### src/rtl/cordic_pkg.sv
// Shared constants, types and helpers for the CORDIC request path.
// Angles are signed Q3.13 radians; x is signed Q3.13 magnitude.
package cordic_pkg;

    localparam int ANGLE_W = 16;
    localparam int FUNC_W  = 4;
    localparam int REQ_W   = FUNC_W + ANGLE_W + 1;

    localparam logic signed [ANGLE_W-1:0] PI             = 16'sh6488;
    localparam logic signed [ANGLE_W-1:0] PI_2           = 16'sh3244;
    localparam logic        [ANGLE_W-1:0] X_INIT_DEFAULT = 16'h2000;

    localparam logic [FUNC_W-1:0] FUNC_SIN   = 4'b0001;
    localparam logic [FUNC_W-1:0] FUNC_COS   = 4'b0010;
    localparam logic [FUNC_W-1:0] FUNC_TAN   = 4'b0100;
    localparam logic [FUNC_W-1:0] FUNC_ANGLE = 4'b1000;

    typedef enum logic [1:0] {
        ST_IDLE  = 2'd0,
        ST_ISSUE = 2'd1,
        ST_WAIT  = 2'd2
    } state_t;

    typedef struct packed {
        logic [FUNC_W-1:0]  func;
        logic [ANGLE_W-1:0] z0;
        logic               neg;
    } req_entry_t;

    function automatic logic is_onehot(input logic [FUNC_W-1:0] f);
        return (f != '0) && ((f & (f - 1'b1)) == '0);
    endfunction

endpackage

### src/rtl/cordic_req_fifo.sv
// Small synchronous FIFO for folded CORDIC requests. Head is visible
// combinationally; push and pop in the same cycle are legal when full or empty.
module cordic_req_fifo
    import cordic_pkg::*;
#(
    parameter int DEPTH = 2,
    parameter int WIDTH = REQ_W
) (
    input  logic             clk,
    input  logic             rst,
    input  logic             push,
    input  logic [WIDTH-1:0] wr_data,
    input  logic             pop,
    output logic [WIDTH-1:0] rd_data,
    output logic             full,
    output logic             empty
);

    localparam int AW = $clog2(DEPTH);
    localparam logic [AW:0] FULL_COUNT = DEPTH[AW:0];

    logic [WIDTH-1:0] mem [DEPTH];
    logic [AW-1:0]    wr_ptr_reg;
    logic [AW-1:0]    rd_ptr_reg;
    logic [AW:0]      count_reg;
    logic [AW:0]      count_next;
    logic             bypass;
    logic             wr_en;
    logic             rd_en;

    assign empty = (count_reg == '0);
    assign full  = (count_reg == FULL_COUNT);

    // On an empty FIFO a simultaneous push/pop passes the word straight through.
    assign bypass  = empty && push && pop;
    assign wr_en   = push && !bypass && (!full || pop);
    assign rd_en   = pop && !empty;
    assign rd_data = empty ? wr_data : mem[rd_ptr_reg];

    always_comb begin
        count_next = count_reg;
        case ({wr_en, rd_en})
            2'b10:   count_next = count_reg + 1'b1;
            2'b01:   count_next = count_reg - 1'b1;
            default: count_next = count_reg;
        endcase
    end

    always_ff @(posedge clk) begin
        if (wr_en) begin
            mem[wr_ptr_reg] <= wr_data;
        end
    end

    always_ff @(posedge clk) begin
        if (rst) begin
            wr_ptr_reg <= '0;
            rd_ptr_reg <= '0;
            count_reg  <= '0;
        end else begin
            if (wr_en) begin
                wr_ptr_reg <= wr_ptr_reg + 1'b1;
            end
            if (rd_en) begin
                rd_ptr_reg <= rd_ptr_reg + 1'b1;
            end
            count_reg <= count_next;
        end
    end

endmodule

### src/rtl/cordic_input_stage.sv
// Request front end for the CORDIC core: validates, quadrant-folds, buffers
// and launches operations one at a time. Folding is enabled by QUAD_FOLD_EN.
module cordic_input_stage
    import cordic_pkg::*;
#(
    parameter int                 DEPTH  = 2,
    parameter logic [ANGLE_W-1:0] X_INIT = X_INIT_DEFAULT
) (
    input  logic               clk,
    input  logic               rst,
    input  logic               req_valid,
    output logic               req_ready,
    input  logic [FUNC_W-1:0]  req_func,
    input  logic [ANGLE_W-1:0] req_angle,
    output logic               core_start,
    output logic [ANGLE_W-1:0] core_x0,
    output logic [ANGLE_W-1:0] core_y0,
    output logic [ANGLE_W-1:0] core_z0,
    output logic [FUNC_W-1:0]  core_func,
    output logic               core_neg,
    input  logic               core_done,
    output logic               busy,
    output logic               err_illegal
);

`ifdef QUAD_FOLD_EN
    localparam logic signed [ANGLE_W-1:0] RANGE_LIMIT = PI;
`else
    localparam logic signed [ANGLE_W-1:0] RANGE_LIMIT = PI_2;
`endif

    state_t             state_reg;
    state_t             state_next;
    logic               accept;
    logic               legal;
    logic               push;
    logic               fifo_pop;
    logic               fifo_full;
    logic               fifo_empty;
    logic               load_outputs;
    logic signed [ANGLE_W-1:0] angle_s;
    logic [ANGLE_W-1:0] fold_z0;
    logic               fold_neg;
    req_entry_t         wr_entry;
    req_entry_t         head;
    logic [REQ_W-1:0]   head_bits;

    logic [ANGLE_W-1:0] x0_reg;
    logic [ANGLE_W-1:0] y0_reg;
    logic [ANGLE_W-1:0] z0_reg;
    logic [FUNC_W-1:0]  func_reg;
    logic               neg_reg;
    logic               err_reg;

    assign angle_s   = req_angle;
    assign req_ready = !fifo_full;
    assign accept    = req_valid && req_ready;
    assign legal     = is_onehot(req_func)
                    && (angle_s <= RANGE_LIMIT)
                    && (angle_s >= -RANGE_LIMIT);
    assign push      = accept && legal;

`ifdef QUAD_FOLD_EN
    // Angles beyond +/-pi/2 are rotated by pi; the core result is negated later.
    always_comb begin
        fold_z0  = req_angle;
        fold_neg = 1'b0;
        if (angle_s > PI_2) begin
            fold_z0  = angle_s - PI;
            fold_neg = 1'b1;
        end else if (angle_s < -PI_2) begin
            fold_z0  = angle_s + PI;
            fold_neg = 1'b1;
        end
    end
`else
    assign fold_z0  = req_angle;
    assign fold_neg = 1'b0;
`endif

    assign wr_entry = '{func: req_func, z0: fold_z0, neg: fold_neg};
    assign head     = req_entry_t'(head_bits);

    cordic_req_fifo #(
        .DEPTH (DEPTH),
        .WIDTH (REQ_W)
    ) u_fifo (
        .clk     (clk),
        .rst     (rst),
        .push    (push),
        .wr_data (wr_entry),
        .pop     (fifo_pop),
        .rd_data (head_bits),
        .full    (fifo_full),
        .empty   (fifo_empty)
    );

    always_ff @(posedge clk) begin
        if (rst) begin
            state_reg <= ST_IDLE;
        end else begin
            state_reg <= state_next;
        end
    end

    // Operand registers load on entry to ISSUE so they are valid with core_start.
    always_comb begin
        state_next   = state_reg;
        fifo_pop     = 1'b0;
        load_outputs = 1'b0;
        case (state_reg)
            ST_IDLE: begin
                if (!fifo_empty) begin
                    state_next   = ST_ISSUE;
                    load_outputs = 1'b1;
                end
            end
            ST_ISSUE: begin
                state_next = ST_WAIT;
                fifo_pop   = 1'b1;
            end
            ST_WAIT: begin
                if (core_done) begin
                    state_next = ST_IDLE;
                end
            end
            default: state_next = ST_IDLE;
        endcase
    end

    always_ff @(posedge clk) begin
        if (rst) begin
            x0_reg   <= '0;
            y0_reg   <= '0;
            z0_reg   <= '0;
            func_reg <= '0;
            neg_reg  <= 1'b0;
            err_reg  <= 1'b0;
        end else begin
            err_reg <= accept && !legal;
            if (load_outputs) begin
                x0_reg   <= X_INIT;
                y0_reg   <= '0;
                z0_reg   <= head.z0;
                func_reg <= head.func;
                neg_reg  <= head.neg;
            end
        end
    end

    assign core_start  = (state_reg == ST_ISSUE);
    assign core_x0     = x0_reg;
    assign core_y0     = y0_reg;
    assign core_z0     = z0_reg;
    assign core_func   = func_reg;
    assign core_neg    = neg_reg;
    assign busy        = (state_reg != ST_IDLE) || !fifo_empty;
    assign err_illegal = err_reg;

endmodule

### config.mk
export PLATFORM = sky130hd
export DESIGN_NAME = cordic_input_stage
export DESIGN_NICKNAME = d
export VERILOG_FILES = /design/src/rtl/cordic_pkg.sv /design/src/rtl/cordic_req_fifo.sv /design/src/rtl/cordic_input_stage.sv
export SDC_FILE = /design/constraint.sdc
export NUM_CORES = 1
export LEC_CHECK = 0
export CORE_ASPECT_RATIO = 0.75
export CORE_MARGIN = 10
export CORE_UTILIZATION = 47
export CTS_BUF_LIST = sky130_fd_sc_hd__clkbuf_16
export DETAILED_ROUTE_END_ITERATION = 10
export HOLD_SLACK_MARGIN = 0.1
export PLACE_DENSITY = 0.81
export SYNTH_ARGS = -nofsm -noshare
export SYNTH_HDL_FRONTEND = slang
export SYNTH_SLANG_ARGS = --single-unit
### constraint.sdc
create_clock -name clk -period 5.1 [get_ports clk]
set_clock_uncertainty 0.15 [all_clocks]
set_input_delay 1.275 -clock clk [delete_from_list [all_inputs] [get_ports clk]]
set_output_delay 1.275 -clock clk [all_outputs]
set_load 0.01 [all_outputs]
# After elaboration in Yosys (flattened, before gate mapping)
# Memory sizes are Yosys's and may differ from the RTL's. A register that Yosys moved wholly into a read port is not among the register bits.
# Index checks and enable logic that the tools add are counted.
# totals
regBits,9
latch_bits,0
ram_bits,40
mem_bits_ro,0
input_bits,24
out_inout_bits,57
elab_cells,57
n_memories,1
# classes
n_addsub,5
mul,0
div,0
order_cmp,2
n_eq_ne,7
shift,0
n_mux,10
n_bitwise,1
reduce_logical,24
# mem_list
memory,words,word_bits,rd,rd_ports_with_merged_regs,wr,line_no,rtl
u_fifo.mem,2,20,1,1,1,cordic_req_fifo.sv:22,logic [WIDTH-1:0] mem [DEPTH];
# ops
cell,n
$mux 21,1
$ge 16x15->1 const B,1
$le 16x15->1 const B,1
$logic_and 1x1->1,11
$eq 2x2->1 const B,3
$pmux 2 s3,1
$mux 1,5
$and 4x4->4,1
$eq 2x1->1 const B,2
$logic_not 1->1,4
$logic_not 2->1,2
$logic_not 4->1,1
$mux 2,2
$ne 2x2->1 const B,2
$pmux 2 s2,1
$reduce_bool 2->1,2
$reduce_bool 4->1,1
$sub 4x1->4 const B,1
$add 1x1->1 const B,2
$add 2x1->2 const B,1
$logic_or 1x1->1,2
$reduce_and 2->1,1
$sub 2x1->2 const B,1

# Logic depth before layout (Yosys ltp)
# Gate-level depths: netlist (run 1).
# depth
ltp_word,14
depth_mapped,9
ltp_nobuf,8

# By module
# A second synthesis (run 1) with hierarchy kept.
# unflattened
cells_unflattened,307
area_unflattened_um2,3203.1
# modules_own_cells
mod,n_inst,cells_per_inst,area_per_inst_um2,seq_area_each_um2
cordic_req_fifo,1,144,1964.4,1361.3
cordic_input_stage,1,163,1238.7,500.5

# Worst setup path before layout (run 1)
# Ideal clock, no wire load.
# synth_path
path_kind,input to register
start,input port req_angle[14]
end,memory u_fifo.mem[0][0] in the netlist's numbering (enable)
setup_time_ns,0.397
arrival_ns,3.537
required_ns,4.553
slack_ns,1.016
path_stages,6
n_path_buf,1
path_cell_list,or4_1 nor3_2 a221oi_1 or4_1 buf_2 nor2_1
# synth_via
elab_chain_cells,11
word_cells_on_any_way,12
cone_classes,order compare: 2; mux: 2; reduce/logical: 8
# synth_lines
element,line_no,rtl
"start, declared",cordic_input_stage.sv:14,"input logic [ANGLE_W-1:0] req_angle,"
$le 16x15->1,cordic_input_stage.sv:59,&& (angle_s <= RANGE_LIMIT)
$logic_and 1x1->1,cordic_input_stage.sv:59,
$logic_and 1x1->1 *,cordic_input_stage.sv:60,&& (angle_s >= -RANGE_LIMIT);
$logic_and 1x1->1 *,cordic_input_stage.sv:61,assign push = accept && legal;
$logic_and 1x1->1 (2 in a row),cordic_req_fifo.sv:35,assign bypass = empty && push && pop;
$logic_not 1->1,cordic_req_fifo.sv:36,assign wr_en = push && !bypass && (!full || pop);
$logic_and 1x1->1 * (2 in a row),cordic_req_fifo.sv:36,
$mux 1 *,cordic_req_fifo.sv:50,if (wr_en) begin
$mux 1 (not written as such) *,cordic_req_fifo.sv:51,mem[wr_ptr_reg] <= wr_data;
"end, declared",cordic_req_fifo.sv:22,
# Mark *: on every way between the ends. The rest lies on a longest branch, timed or not.

# Worst setup path in the final report (run 1)
# layout_path
start,input port req_angle[14]
end,register u_fifo.count_reg[1]
# layout_via
elab_chain_cells,11
word_cells_on_any_way,14
cone_classes,order compare: 2; eq/ne: 2; mux: 1; reduce/logical: 9
# layout_lines
element,line_no,rtl
$le 16x15->1,cordic_input_stage.sv:59,
$logic_and 1x1->1,cordic_input_stage.sv:59,
$logic_and 1x1->1 *,cordic_input_stage.sv:60,
$logic_and 1x1->1 *,cordic_input_stage.sv:61,
$logic_and 1x1->1 (2 in a row),cordic_req_fifo.sv:35,
$logic_not 1->1,cordic_req_fifo.sv:36,
$logic_and 1x1->1 * (2 in a row),cordic_req_fifo.sv:36,
$eq 2x1->1 or $eq 2x2->1 (tied branches),cordic_req_fifo.sv:42,"case ({wr_en, rd_en})"
$pmux 2 s2 or $reduce_bool 2->1 (tied branches),-,
"end signal, assigned",cordic_req_fifo.sv:67,count_reg <= count_next;
"end, declared",cordic_req_fifo.sv:25,logic [AW:0] count_reg;
# Marks and branches as above.
# A chain may end at the register's enable or synchronous reset.

==> results of run 1 <==
==> final timing paths <==
check / startpoint / end / cells after the start
worst max register to register: state_reg[0] / u_fifo.count_reg[1] / 7
worst max-delay path: req_angle[14] / u_fifo.count_reg[1] / 8
worst min-delay path: core_x0[13] / core_x0[13] / 2
worst min register to register: core_x0[13] / core_x0[13] / 2
==> per-layer routing <==
layer,up-vias,GRT usage [%],part of all wire [%]
met5,-,0,0
met1,808,14.7,40
met4,0,4.78,0.62
li1,862,-,-
met2,63,20.9,49
met3,4,5.33,11
==> through the flow <==
step | utilization [%] | instance area (µm²)
global placement | 56.3 | 3260
floorplan | - | 2920
CTS | 61.4 | 3560
finish | 61.4 | 3560
global route | 61.4 | 3560
detailed placement | 56.3 | 3260
==> synthesized netlist by cell type, types with 2 or more instances <==
library cell and number:
nor4_1 2, or4_1 2, clkbuf_1 9, o21ai_0 5, nor2_1 33, inv_1 3
o311ai_0 2, nor2b_1 2, nand2_1 2, dfxtp_1 28, nor3_1 3, buf_4 32
xnor2_1 2, a41oi_1 2, a21oi_1 2, xor2_1 2, a211oi_1 20, edfxtp_1 40
mux2i_1 20
==> power groups by stage <==
stage	clock [mW]	combinational, mW	sequential (mW)
3_3_place_gp	0	0.117	0.620
6_report	0.593	0.121	0.610
5_1_grt	0.631	0.132	0.612
4_1_cts	0.605	0.121	0.610
3_5_place_dp	0	0.120	0.622
2_1_floorplan	0	0.0686	0.626
==> final cells by class <==
class | instances | share of cell area, %
clock buffer | 9 | 6.33
clock inverter | 7 | 1.90
inverter | 3 | 0.317
multi-input combinational | 142 | 24.4
sequential | 68 | 49.5
tap | 78 | 2.74
timing repair buffer | 54 | 14.8
==> cells in the final DEF, fill, tap and decap left out, types with 2 or more instances in the layout <==
master | netlist | final
clkdlybuf4s50_1 | 0 | 48
edfxtp_1 | 40 | 40
nor2_1 | 33 | 33
conb_1 | 1 | 32
dfxtp_1 | 28 | 28
mux2i_1 | 20 | 20
a211oi_1 | 20 | 20
clkbuf_16 | 0 | 9
buf_4 | 32 | 6
o21ai_0 | 5 | 5
inv_1 | 3 | 3
nor2b_1 | 2 | 2
nand2_1 | 2 | 2
o311ai_0 | 2 | 2
or4_1 | 2 | 2
nor3_2 | 1 | 2
xor2_1 | 2 | 2
nor3_1 | 3 | 2
a41oi_1 | 2 | 2
nor4_1 | 2 | 2
a21oi_1 | 2 | 2
xnor2_1 | 2 | 2
clkinvlp_4 | 0 | 2
clkinv_2 | 0 | 2
==> worst max-delay path, delay by kind of cell <==
kind / cells / cell delay (ns)
AOI/OAI and AO/OA: 2 / 0.26
buffers and inverters: 1 / 0.49
adders and majority gates: 1 / 0.36
and+or+nand+nor: 4 / 1.68
==> cell families (layout without fill, tap and decap cells) <==
kind of cell,count (synthesis),count (layout),share of synthesized area (%)
xor+xnor,4,4,1.25
simple gates,49,49,8.04
buf+inv,46,73,10.5
mux,21,21,7.68
fa+ha+maj,1,1,0.447
flops,68,68,62.9
compound gates,35,35,9.07
other cells,1,32,0.134
==> run summary, run 1 <==
Clk buf depth - 2
Rows - 24
Area grow syn2layout - 26.9%
Max Clk Rate - 0.250 GHz
Final setup margin - 1.10 ns
Horiz. Die Dim - 109 µm
Initial DRC count - 122
Post-DP HPWL - 4400 µm
LEAKAGE - 1.21 nW
Sw Pwr - 0.291 mW
Seq pwr share - 46.1%
Slowest-stage cell, CP - or4_1
Critical path's most frequent cell - or4_1
Post-Layout Cell Count - 361
# placed instances - 345
Final net count - 303
CTS tree - done
Final Setup Violations - 0
Diodes inserted - 0
Hold WS - 0.329 ns
Initial antenna violation count - 0
Root Buffer - clkbuf_16
Avg Cell Area, Syn - 12.5 µm²
Gpl congestion - 0.792
Required @ worst endpoint - 5.18 ns
Fin Setup TNS - 0 ns
CTS sink count - 68
Filler instances - 465
Ys flop type - edfxtp_1
Place WS - 0.816 ns
Critical Path Max Stage Delay - 0.64 ns
Vias - 1,737
Int Pwr - 1.03 mW
Final min period - 4.00 ns
Clock power share - 44.8%
Starting Density - 48.3%
RSZ-0062 raised after global routing - no
Mapped cell area - 2800 µm²
WS Path Type - in -> reg
Arr. time, crit path - 4.08 ns
Post-Route WL - 5960 µm
Count of flip-flops with a built-in enable after synthesis - 40
CTS Hold Bufs - 0
Switching share of power - 22.0%
Max-slew violation count - 0
Worst slew margin - 25.1%
Crit end category - flip-flop
Maximum vdd drop - 0.240 mV
Area fraction of the dominant cell type after synthesis - 42.9%
Largest net degree at the start of global routing - 42
Synth area leaders - edfxtp_1 (43%), dfxtp_1 (20%), buf_4 (8.6%)
Hold Vio Cnt, Final - 0
Post-synthesis sequential area ratio - 62.9%
Grt ovf - 0
Max reg flops - 40
Reg clk slew, reported paths - 0.05 ns
Buffers on Ports - 48
Async set-reset flop share out of synthesis - 0%
R2r setup slk - 2.73 ns
Max Cap Viol - 0
Biggest register - u_fifo.mem
Die ar. - 9480 µm²
H-tree depth - 3
Postcts setup bufs - 0
Core area - 5800 µm²
Pwr Total - 1.32 mW
PwrDens - 372 nW/µm²
Crit share post-route - 78.4%
Vias/cell - 4.81
Cell taking the most area after synthesis - edfxtp_1
Wire per inst - 16.5 µm
Synth Warn # - 0
Vias in the first global route - 1,720
All-Layer GR Usage - 12.8%
Gate Count Post-Synth - 225
CTS buffer count - 9
Combinational share of power - 9.1%
Min-Delay Path Class - reg -> reg
Library cells used by synthesis - 33
DRC Markers - 0
Worst Tran Pin Value - 1.12 ns
Final ANT Viol Nets - 0
Worst-Skew Late Latency - 0.32 ns
Flops & latches, synth - 68
Post-CTS Resized - 0
Die span in y - 86.9 µm
Layout cells sized above 1 - 8.48%
CP startpoint kind - primary input
Register area - 1760 µm²
Outcome - finished clean
Multi-input logic area - 867 µm²
Initial DRT Pass Iterations - 4
CP Max Fanout - 5
I/O Pins - 81
Global-route wire length before repair - 9000 µm
CP Cell Sequence - clkdlybuf4s50_1, or4_1, nor3_2, a221oi_1, or4_1, ha_1, or3_1, a21oi_1
No activity file was read; power rests on OpenSTA's default activity.
==> run 2: changes to the inputs <==
==> constraint.sdc (replaced) <==
create_clock -name clk -period 4.1 [get_ports clk]
set_clock_uncertainty 0.15 [all_clocks]
set_input_delay 1.025 -clock clk [delete_from_list [all_inputs] [get_ports clk]]
set_output_delay 1.025 -clock clk [all_outputs]
set_load 0.01 [all_outputs]
==> run 2 against run 1 <==
Net effect:
- clock-buffer cell count did not move
- critical path depth did not move
- hold slack got worse by 0.012 ns
- sequential share of layout area rose by 0.55 points
- largest power group unchanged
- first-iteration DRC count rose by 7.4%
- die area did not move
==> run summary, run 2 (synthesized netlist as in run 1, its figures left out) <==
Critical path's most frequent cell - or4_1
All-Layer GR Usage - 12.5%
Buffers on Ports - 48
CP startpoint kind - primary input
LEAKAGE - 1.21 nW
Required @ worst endpoint - 4.20 ns
Die span in y - 86.9 µm
Postcts setup bufs - 0
Crit end category - flip-flop
Initial DRT Pass Iterations - 4
PwrDens - 442 nW/µm²
Outcome - finished clean
Final net count - 303
Largest net degree at the start of global routing - 42
Vias - 1,731
Worst Tran Pin Value - 1.27 ns
Slowest-stage cell, CP - or4_1
Arr. time, crit path - 3.75 ns
Min-Delay Path Class - reg -> reg
CP top delay family - simple AND/OR/NAND/NOR gates
Uppermost layer routed - met4
Core area - 5800 µm²
Diodes inserted - 0
Area grow syn2layout - 25.5%
Max Clk Rate - 0.274 GHz
Met3 routed WL - 522 µm
Clk buf depth - 2
Final setup margin - 0.444 ns
Most frequent cells in the layout - clkdlybuf4s50_1 (48), edfxtp_1 (40), nor2_1 (33)
Vias in the first global route - 1,707
CTS tree - done
H-tree depth - 3
Final Setup Violations - 0
Initial DRC count - 131
I/O Pins - 81
Grt ovf - 0
Gpl congestion - 0.741
CTS sink count - 68
Worst-Skew Late Latency - 0.32 ns
CP Max Fanout - 6
CTS buffer count - 9
WS Path Type - in -> reg
Post-DP HPWL - 4330 µm
WHS Path Cells - 2
Initial antenna violation count - 0
Filler instances - 467
Worst slew margin - 15.5%
Die ar. - 9480 µm²
RSZ-0062 raised after global routing - no
Horiz. Die Dim - 109 µm
Starting Density - 48.3%
Global-route wire length before repair - 8920 µm
Vias/cell - 4.80
CP Cell Sequence - clkdlybuf4s50_1, or4_1, nor3_2, a221oi_1, or4_1, ha_1, or3_1, a21oi_1
Critical Path Max Stage Delay - 0.60 ns
R2R depth - 7
Reg clk slew, reported paths - 0.05 ns
Crit share post-route - 89.2%
Fin Setup TNS - 0 ns
Post-Layout Cell Count - 361
Layout cells sized above 1 - 7.07%
Biggest register - u_fifo.mem
Post-Route WL - 5970 µm
Final ANT Viol Nets - 0
Place WS - 0.147 ns
Max Cap Viol - 0
Rows - 24
Commonest non-fill, non-tap cell in the layout - clkdlybuf4s50_1
Maximum vdd drop - 0.182 mV
Hold Vio Cnt, Final - 0
Final min period - 3.66 ns
Max-slew violation count - 0
DRC Markers - 0
DR WL met2 - 2800 µm
Critical Path Stages - 8
Post-CTS Resized - 0
M1 wire length - 2550 µm
Wire per inst - 16.5 µm
# placed instances - 345
Final design utilization - 60.7%
CTS Hold Bufs - 0
CP Buf/Inv Count - 1
Root Buffer - clkbuf_16
Max reg flops - 40
==> run 2: metal layers <==
layer | up-vias | global-route usage, %
li1 | 867 | -
met1 | 796 | 14.2
met2 | 60 | 20.6
met3 | 8 | 5.18
met4 | 0 | 5.02
met5 | - | 0
==> run 2: cell type report <==
type                            instances  area, µm²  share of cell area, %
Sequential cell                        68       1760                   50.1
Clock buffer                            9        225                   6.40
Clock inverter                          7       28.8                  0.818
Multi-Input combinational cell        142        867                   24.7
Timing Repair Buffer                   54        526                   14.9
Inverter                                3       11.3                  0.320
Tap cell                               78       97.6                   2.77
==> run 2: path summary, 6_finish.rpt <==
path / to / slack (ns) / startpoint
worst min register to register: core_x0[13] / 0.32 / core_x0[13]
worst max-delay path: u_fifo.count_reg[1] / 0.44 / req_angle[11]
worst min-delay path: core_x0[13] / 0.32 / core_x0[13]
worst max register to register: u_fifo.count_reg[1] / 1.77 / state_reg[0]
==> run 2: per-stage QoR <==
stage	hold slack, ns	power, mW	instance area [µm²]
6_report	0.317	1.56	3520
4_1_cts	0.326	1.57	3520
3_3_place_gp	0.300	0.918	3260
5_1_grt	0.339	1.61	3520
2_1_floorplan	0.315	0.864	2920
3_5_place_dp	0.313	0.923	3260
==> run 2: worst reg2reg max path: stages, from the launching register on <==
cell,delay [ns]
dfxtp_1,0.35
nor2b_1,0.19
nor2_1,0.09
o21ai_0,0.10
or4_1,0.54
ha_1,0.34
or3_1,0.36
a21oi_1,0.14
==> run 2: report_power, final <==
part	leakage (nW)	switching, mW	internal (mW)	total, mW
logic	0.482	0.0800	0.0709	0.151
registers	0.589	0.0114	0.748	0.760
clock network	0.138	0.251	0.395	0.645
